**config.mk**
```make
export PLATFORM = sky130hd
export DESIGN_NAME = alu_flag_commit
export DESIGN_NICKNAME = d
export VERILOG_FILES = /design/src/rtl/alu_flag_commit.sv
export SDC_FILE = /design/constraint.sdc
export NUM_CORES = 1
export LEC_CHECK = 0
export CORE_MARGIN = 2
export CORE_UTILIZATION = 50
export CTS_CLUSTER_DIAMETER = 150
export CTS_CLUSTER_SIZE = 12
export DETAILED_ROUTE_END_ITERATION = 10
export DONT_BUFFER_PORTS = 1
export HOLD_SLACK_MARGIN = 0.15
export PLACE_DENSITY = 0.68
export SETUP_SLACK_MARGIN = 0.1
export SLEW_MARGIN = 0
export SYNTH_ARGS = -nofsm -noshare
export SYNTH_HDL_FRONTEND = slang
export SYNTH_SLANG_ARGS = --single-unit
export TNS_END_PERCENT = 20
```
**constraint.sdc**
```tcl
create_clock -name clk -period 1.15 [get_ports clk]
set_clock_uncertainty 0.05 [all_clocks]
set_input_delay 0.23 -clock clk [delete_from_list [all_inputs] [get_ports clk]]
set_output_delay 0.23 -clock clk [all_outputs]
set_load 0.05 [all_outputs]
```
**src/rtl/alu_flag_commit.sv**
```systemverilog
// Collects nibble-serial ALU results into a byte, derives Z/N/H/C and commits
// them to F; also handles SCF/CCF/POP AF and condition-code evaluation.
module alu_flag_commit #(
   parameter bit F_LOW_ZERO = 1'b1
) (
   input  logic       clk,
   input  logic       reset_n,
   input  logic [3:0] alu_res,
   input  logic       alu_cout,
   input  logic       alu_l,
   input  logic       alu_h,
   input  logic       alu_ne,
   input  logic       c_sel,
   input  logic       wr_z,
   input  logic       wr_n,
   input  logic       wr_h,
   input  logic       wr_c,
   input  logic       scf,
   input  logic       ccf,
   input  logic       ld_f,
   input  logic [7:0] dbus,
   input  logic [1:0] cc,
   output logic [7:0] result,
   output logic       result_valid,
   output logic [7:0] f_out,
   output logic       cc_true,
   output logic       seq_err
);

   typedef enum logic {
      IDLE    = 1'b0,
      LO_HELD = 1'b1
   } state_t;

   state_t     state, state_nx;
   logic [3:0] lo_nib;
   logic       lo_cout;
   logic       lo_zero;
   logic       flag_z, flag_n, flag_h, flag_c;
   logic [3:0] low4;

   // alu_l / alu_h are single-cycle qualifiers with no backpressure: the ALU
   // presents a nibble for exactly one cycle and this block must take it.
   logic       lo_cap, commit, do_scf, do_ccf;
   logic [3:0] eff_nib;
   logic       eff_zero, eff_cout;

   always_comb begin
      lo_cap   = alu_l & ~ld_f;
      commit   = alu_h & ~alu_l & ~ld_f;
      do_scf   = scf & ~ld_f & ~commit;
      do_ccf   = ccf & ~scf & ~ld_f & ~commit;
      // A high nibble with nothing held behaves as if a zero low nibble preceded it.
      eff_nib  = 4'h0;
      eff_zero = 1'b1;
      eff_cout = 1'b0;
      if (state == LO_HELD) begin
         eff_nib  = lo_nib;
         eff_zero = lo_zero;
         eff_cout = lo_cout;
      end
   end

   always_comb begin
      state_nx = state;
      if (ld_f)
         state_nx = IDLE;
      else if (alu_l)
         state_nx = LO_HELD;
      else if (alu_h)
         state_nx = IDLE;
   end

   always_ff @(posedge clk or negedge reset_n) begin
      if (!reset_n)
         state <= IDLE;
      else
         state <= state_nx;
   end

   always_ff @(posedge clk or negedge reset_n) begin
      if (!reset_n) begin
         lo_nib  <= 4'h0;
         lo_cout <= 1'b0;
         lo_zero <= 1'b0;
      end else if (lo_cap) begin
         lo_nib  <= alu_res;
         lo_cout <= alu_cout;
         lo_zero <= (alu_res == 4'h0);
      end
   end

   always_ff @(posedge clk or negedge reset_n) begin
      if (!reset_n) begin
         result       <= 8'h00;
         result_valid <= 1'b0;
         seq_err      <= 1'b0;
      end else begin
         result_valid <= commit;
         if (commit) begin
            result <= {alu_res, eff_nib};
            if (state == IDLE)
               seq_err <= 1'b1;
         end
      end
   end

   always_ff @(posedge clk or negedge reset_n) begin
      if (!reset_n) begin
         flag_z <= 1'b0;
         flag_n <= 1'b0;
         flag_h <= 1'b0;
         flag_c <= 1'b0;
         low4   <= 4'h0;
      end else if (ld_f) begin
         {flag_z, flag_n, flag_h, flag_c} <= dbus[7:4];
         low4 <= F_LOW_ZERO ? 4'h0 : dbus[3:0];
      end else if (commit) begin
         if (wr_z) flag_z <= eff_zero & (alu_res == 4'h0);
         if (wr_n) flag_n <= alu_ne;
         if (wr_h) flag_h <= eff_cout;
         // Right shifts lose their carry out of the low nibble, hence c_sel.
         if (wr_c) flag_c <= c_sel ? eff_cout : alu_cout;
      end else if (do_scf) begin
         flag_c <= 1'b1;
         flag_n <= 1'b0;
         flag_h <= 1'b0;
      end else if (do_ccf) begin
         flag_c <= ~flag_c;
         flag_n <= 1'b0;
         flag_h <= 1'b0;
      end
   end

   assign f_out = {flag_z, flag_n, flag_h, flag_c, low4};

   always_comb begin
      cc_true = 1'b0;
      case (cc)
         2'd0: cc_true = ~flag_z;
         2'd1: cc_true = flag_z;
         2'd2: cc_true = ~flag_c;
         2'd3: cc_true = flag_c;
         default: cc_true = 1'b0;
      endcase
   end

endmodule

```
Word-level counts from Yosys, hierarchy flattened
Index checks and enable logic that the tools add are counted.
{"block": "totals", "reg_bits": 21, "latch_bits": 0, "mem_bits_rw": 0, "rom_bits": 0, "input_bits": 28, "out_inout_bits": 19, "elab_cells": 68, "n_memories": 0}
{"block": "classes", "add_sub_neg": 0, "multipliers": 0, "div": 0, "magnitude_cmp": 0, "eq_ne": 6, "shifts": 0, "muxes": 24, "bitwise_logic": 16, "reduce_logical": 11}
{"operator": "2-to-1 mux 1 bit", "count": 22}
{"operator": "AND reduction 2 bit", "count": 5}
{"operator": "AND 1 bit", "count": 9}
{"operator": "!= test 3 bit, second input constant", "count": 3}
{"operator": "inverter 1 bit", "count": 7}
{"operator": "== test 2 bit, second input constant", "count": 2}
{"operator": "logical NOT 4 bit", "count": 1}
{"operator": "2-to-1 mux 4 bit", "count": 1}
{"operator": "case mux 1 bit (4 select lines)", "count": 1}
{"operator": "nonzero test 2 bit", "count": 2}
{"operator": "nonzero test 4 bit", "count": 1}
{"operator": "nonzero test 3 bit", "count": 1}
{"operator": "== test 2 x 1 -> 1 bit, second input constant", "count": 1}
{"operator": "logical NOT 2 bit", "count": 1}

Depth between registers and ports, before layout
{"block": "depth", "word_depth": 9, "depth_mapped": 6, "ltp_nobuf": 4}

Worst setup path after synthesis
No wires, ideal clock.
{"block": "synth_path", "path_kind": "reg-to-output", "from": "register flag_c", "to": "output port cc_true", "arrival_ps": 1319, "required_ps": 870, "slack_ps": -449, "stages_incl_launch_ff": 3, "path_buffers": 0, "path_cell_list": "dfrtp_1 mux2i_1 xor2_1"}
{"block": "synth_between", "elab_chain_cells": 2}
{"element": "start, declared", "line_no": "39", "source": "logic flag_z, flag_n, flag_h, flag_c;"}
{"element": "start signal, assigned", "line_no": "116", "source": "{flag_z, flag_n, flag_h, flag_c} <= dbus[7:4];"}
{"element": "start signal, assigned", "line_no": "123", "source": "if (wr_c) flag_c <= c_sel ? eff_cout : alu_cout;"}
{"element": "start signal, assigned", "line_no": "129", "source": "flag_c <= ~flag_c;"}
{"element": "inverter 1 bit", "line_no": "142", "source": "2'd2: cc_true = ~flag_c;"}
{"element": "case mux 1 bit (4 select lines) *", "line_no": "139", "source": "case (cc)"}
{"element": "end, declared", "line_no": "26", "source": "output logic cc_true,"}
Every way passes the cells marked *; elsewhere a longest branch is shown, timed or not.

Worst setup path in the final report
Same ends and word-level chain as after synthesis.

==> results.json <==
{
  "route.detailed.drc": 0,
  "clock_latency_ns": 0.30,
  "drive_gt1_share_pct": 30.89,
  "via_per_inst": 5.453,
  "drt_first_pass_iters": 4,
  "required_ns": 0.87,
  "critical_path_class": "reg -> out",
  "fp-row-count": 16,
  "setup_tns_ns": -0.6873,
  "slew_headroom_pct": 39.73,
  "avgSynthCellArea_um2": 9.819,
  "cts_tree": "built",
  "status": "finished, violations left",
  "cp.arrival_ns": 1.30,
  "max_freq_mhz": 633.9,
  "place.gp.congestion": 0.7198,
  "ios": 47,
  "fp.dieW_um": 49.41,
  "start_util_pct": 52.55,
  "cts-buffers-inserted": 3,
  "cts.path.max_buffers": 2,
  "slew_violations": 0,
  "core-area_um2": 1962,
  "syn_inst": 105,
  "vias": 818,
  "area_delta_synth_final_pct": 27.79,
  "cellPowerDensity_nw_per_um2": 1350,
  "die_area_um2": 2441,
  "synth-seq-cells": 21,
  "period_share_pct": 137.2,
  "hold_ws_ns": -0.03025,
  "rsz0062_at_grt": "yes",
  "tightest_slew_ns": 0.9040,
  "die_h_um": 49.41,
  "postCtsSetupBuffers": 0,
  "clk_pin_slew_worst_paths_ns": 0.11,
  "synthArstFlopShare_pct": 100.0,
  "final_nets": 152,
  "fillers": 197,
  "violations": "hold timing, setup timing",
  "ys_types": 30,
  "ant_nets": 0,
  "wl_per_cell_um": 15.53,
  "ir_worst_vdd_mv": 1.109,
  "finalHoldViolations": 4,
  "finalSetupViolations": 7,
  "cts_sinks": 21,
  "drt-initial-drc-count": 7,
  "grt_max_degree": 22,
  "final_cell_mix": "nand2_1 (27), dfrtp_1 (12), dfrtp_2 (9), dlygate4sd3_1 (9), buf_4 (6)",
  "cp_max_fo": 2,
  "ys.flop_type": "dfrtp_1",
  "synth-seq-area-share_pct": 50.97,
  "leakage_nw": 0.6279,
  "port_buffers": 0,
  "clockRootBuffer": "clkbuf_4",
  "dpl-instance-area_um2": 1122,
  "antenna_found_initial": 0,
  "grt_pass1_wl_um": 3919,
  "start_kind": "flop",
  "htreeDepth": 1,
  "min_period_ns": 1.578,
  "grt_use_total_pct": 21.73,
  "seq_area_um2": 536.8,
  "fin_area_um2": 1318,
  "setup_slack_ns": -0.4276,
  "cts-hold-fix-buffers": 12,
  "synth_edf_count": 0,
  "overflow": 0,
  "ys_warn_count": 0,
  "synth_area_um2": 1031,
  "multi_input_area_um2": 442.9,
  "grt_pass1_vias": 873,
  "hp-class": "in -> reg",
  "critPathCaptureType": "output port",
  "routed_wl_um": 2329,
  "maxCapViolCount": 0,
  "hpwl_um": 1615,
  "post-place-ws_ns": -0.3519,
  "num_antenna_cells": 0,
  "final_common_cell": "nand2_1"
}
-- sequential cells by signal (all words and copies together), names as in the netlist --
signal,flops
flag_c,1
flag_h,1
flag_n,1
flag_z,1
lo_cout,1
lo_nib,4
lo_zero,1
result,8
result_valid,1
seq_err,1
state,1
-- worst max-delay path: stages (launching register included) --
cell	delay [ns]
dfrtp_1	0.42
mux2i_2	0.21
xor2_2	0.21
buf_12	0.16
-- final timing paths --
kind | start | depth (start not counted) | to | slack (ns)
max in group asynchronous | reset_n | 1 | result[7] | 0.38
max reg2reg | flag_c | 4 | flag_c | -0.03
min reg2reg | lo_zero | 2 | lo_zero | 0.45
min in group asynchronous | reset_n | 1 | flag_h | 0.06
max | flag_c | 3 | cc_true | -0.43
min | alu_res[2] | 2 | result[6] | -0.03
-- metal layers --
layer  GRT usage [%]  vias up  routed length (µm)
met5               0        -                   0
met4           11.57        0                  65
met3           6.135        7                 178
met2           37.39       34                1168
met1           24.20      400                 916
li1                -      377                   -
-- through the flow --
step	util, %	cells	power, mW
after global placement	57.21	134	1.353
after detailed placement	57.21	134	1.366
after CTS	66.77	150	1.797
after global routing	67.16	150	1.884
final	67.16	150	1.779
after floorplan	-	108	1.297
-- area by class of cell --
class / instances / share of cell area [%]
Sequential cell: 21 / 40.74
Multi-Input combinational cell: 70 / 33.62
Timing Repair Buffer: 24 / 19.85
Tap cell: 27 / 2.564
Clock buffer: 3 / 1.709
Inverter: 4 / 1.140
Clock inverter: 1 / 0.3799
-- power breakdown --
group          switching [mW]  total [mW]  internal, mW
clock network           0.221       0.351         0.130
logic                   0.212       0.390         0.179
registers               0.209        1.04         0.829
-- logic make-up after synthesis --
logic type	Yosys count	share of synthesized area [%]
AND/OR/NAND/NOR	45	20.27
flip-flops	21	50.97
buffers and inverters	17	9.951
AO/OA/AOI/OAI	12	9.103
multiplexers	8	8.495
XOR/XNOR	1	0.8497
other	1	0.3637
-- what timing repair did --
action                                 CTS  global route
resized for setup                       17             3
endpoints found under the hold margin   36            31
pin swaps                                0             2
setup endpoints to repair               18            40
-- synth_stat cells (all sizes together), types with 2 or more instances --
master / instances / share of area [%]
clkbuf: 4 / 1.6
nand3: 5 / 2.4
or2: 2 / 1.2
mux2i: 2 / 1.9
nand2: 27 / 9.8
mux2: 6 / 6.6
or4: 2 / 1.5
buf: 9 / 6.9
nand2b: 2 / 1.2
o32a: 2 / 1.9
dfrtp: 21 / 51
nor2b: 4 / 2.4
inv: 3 / 1.1
o21ai: 2 / 0.97
Power figures use the tool's default switching activity.
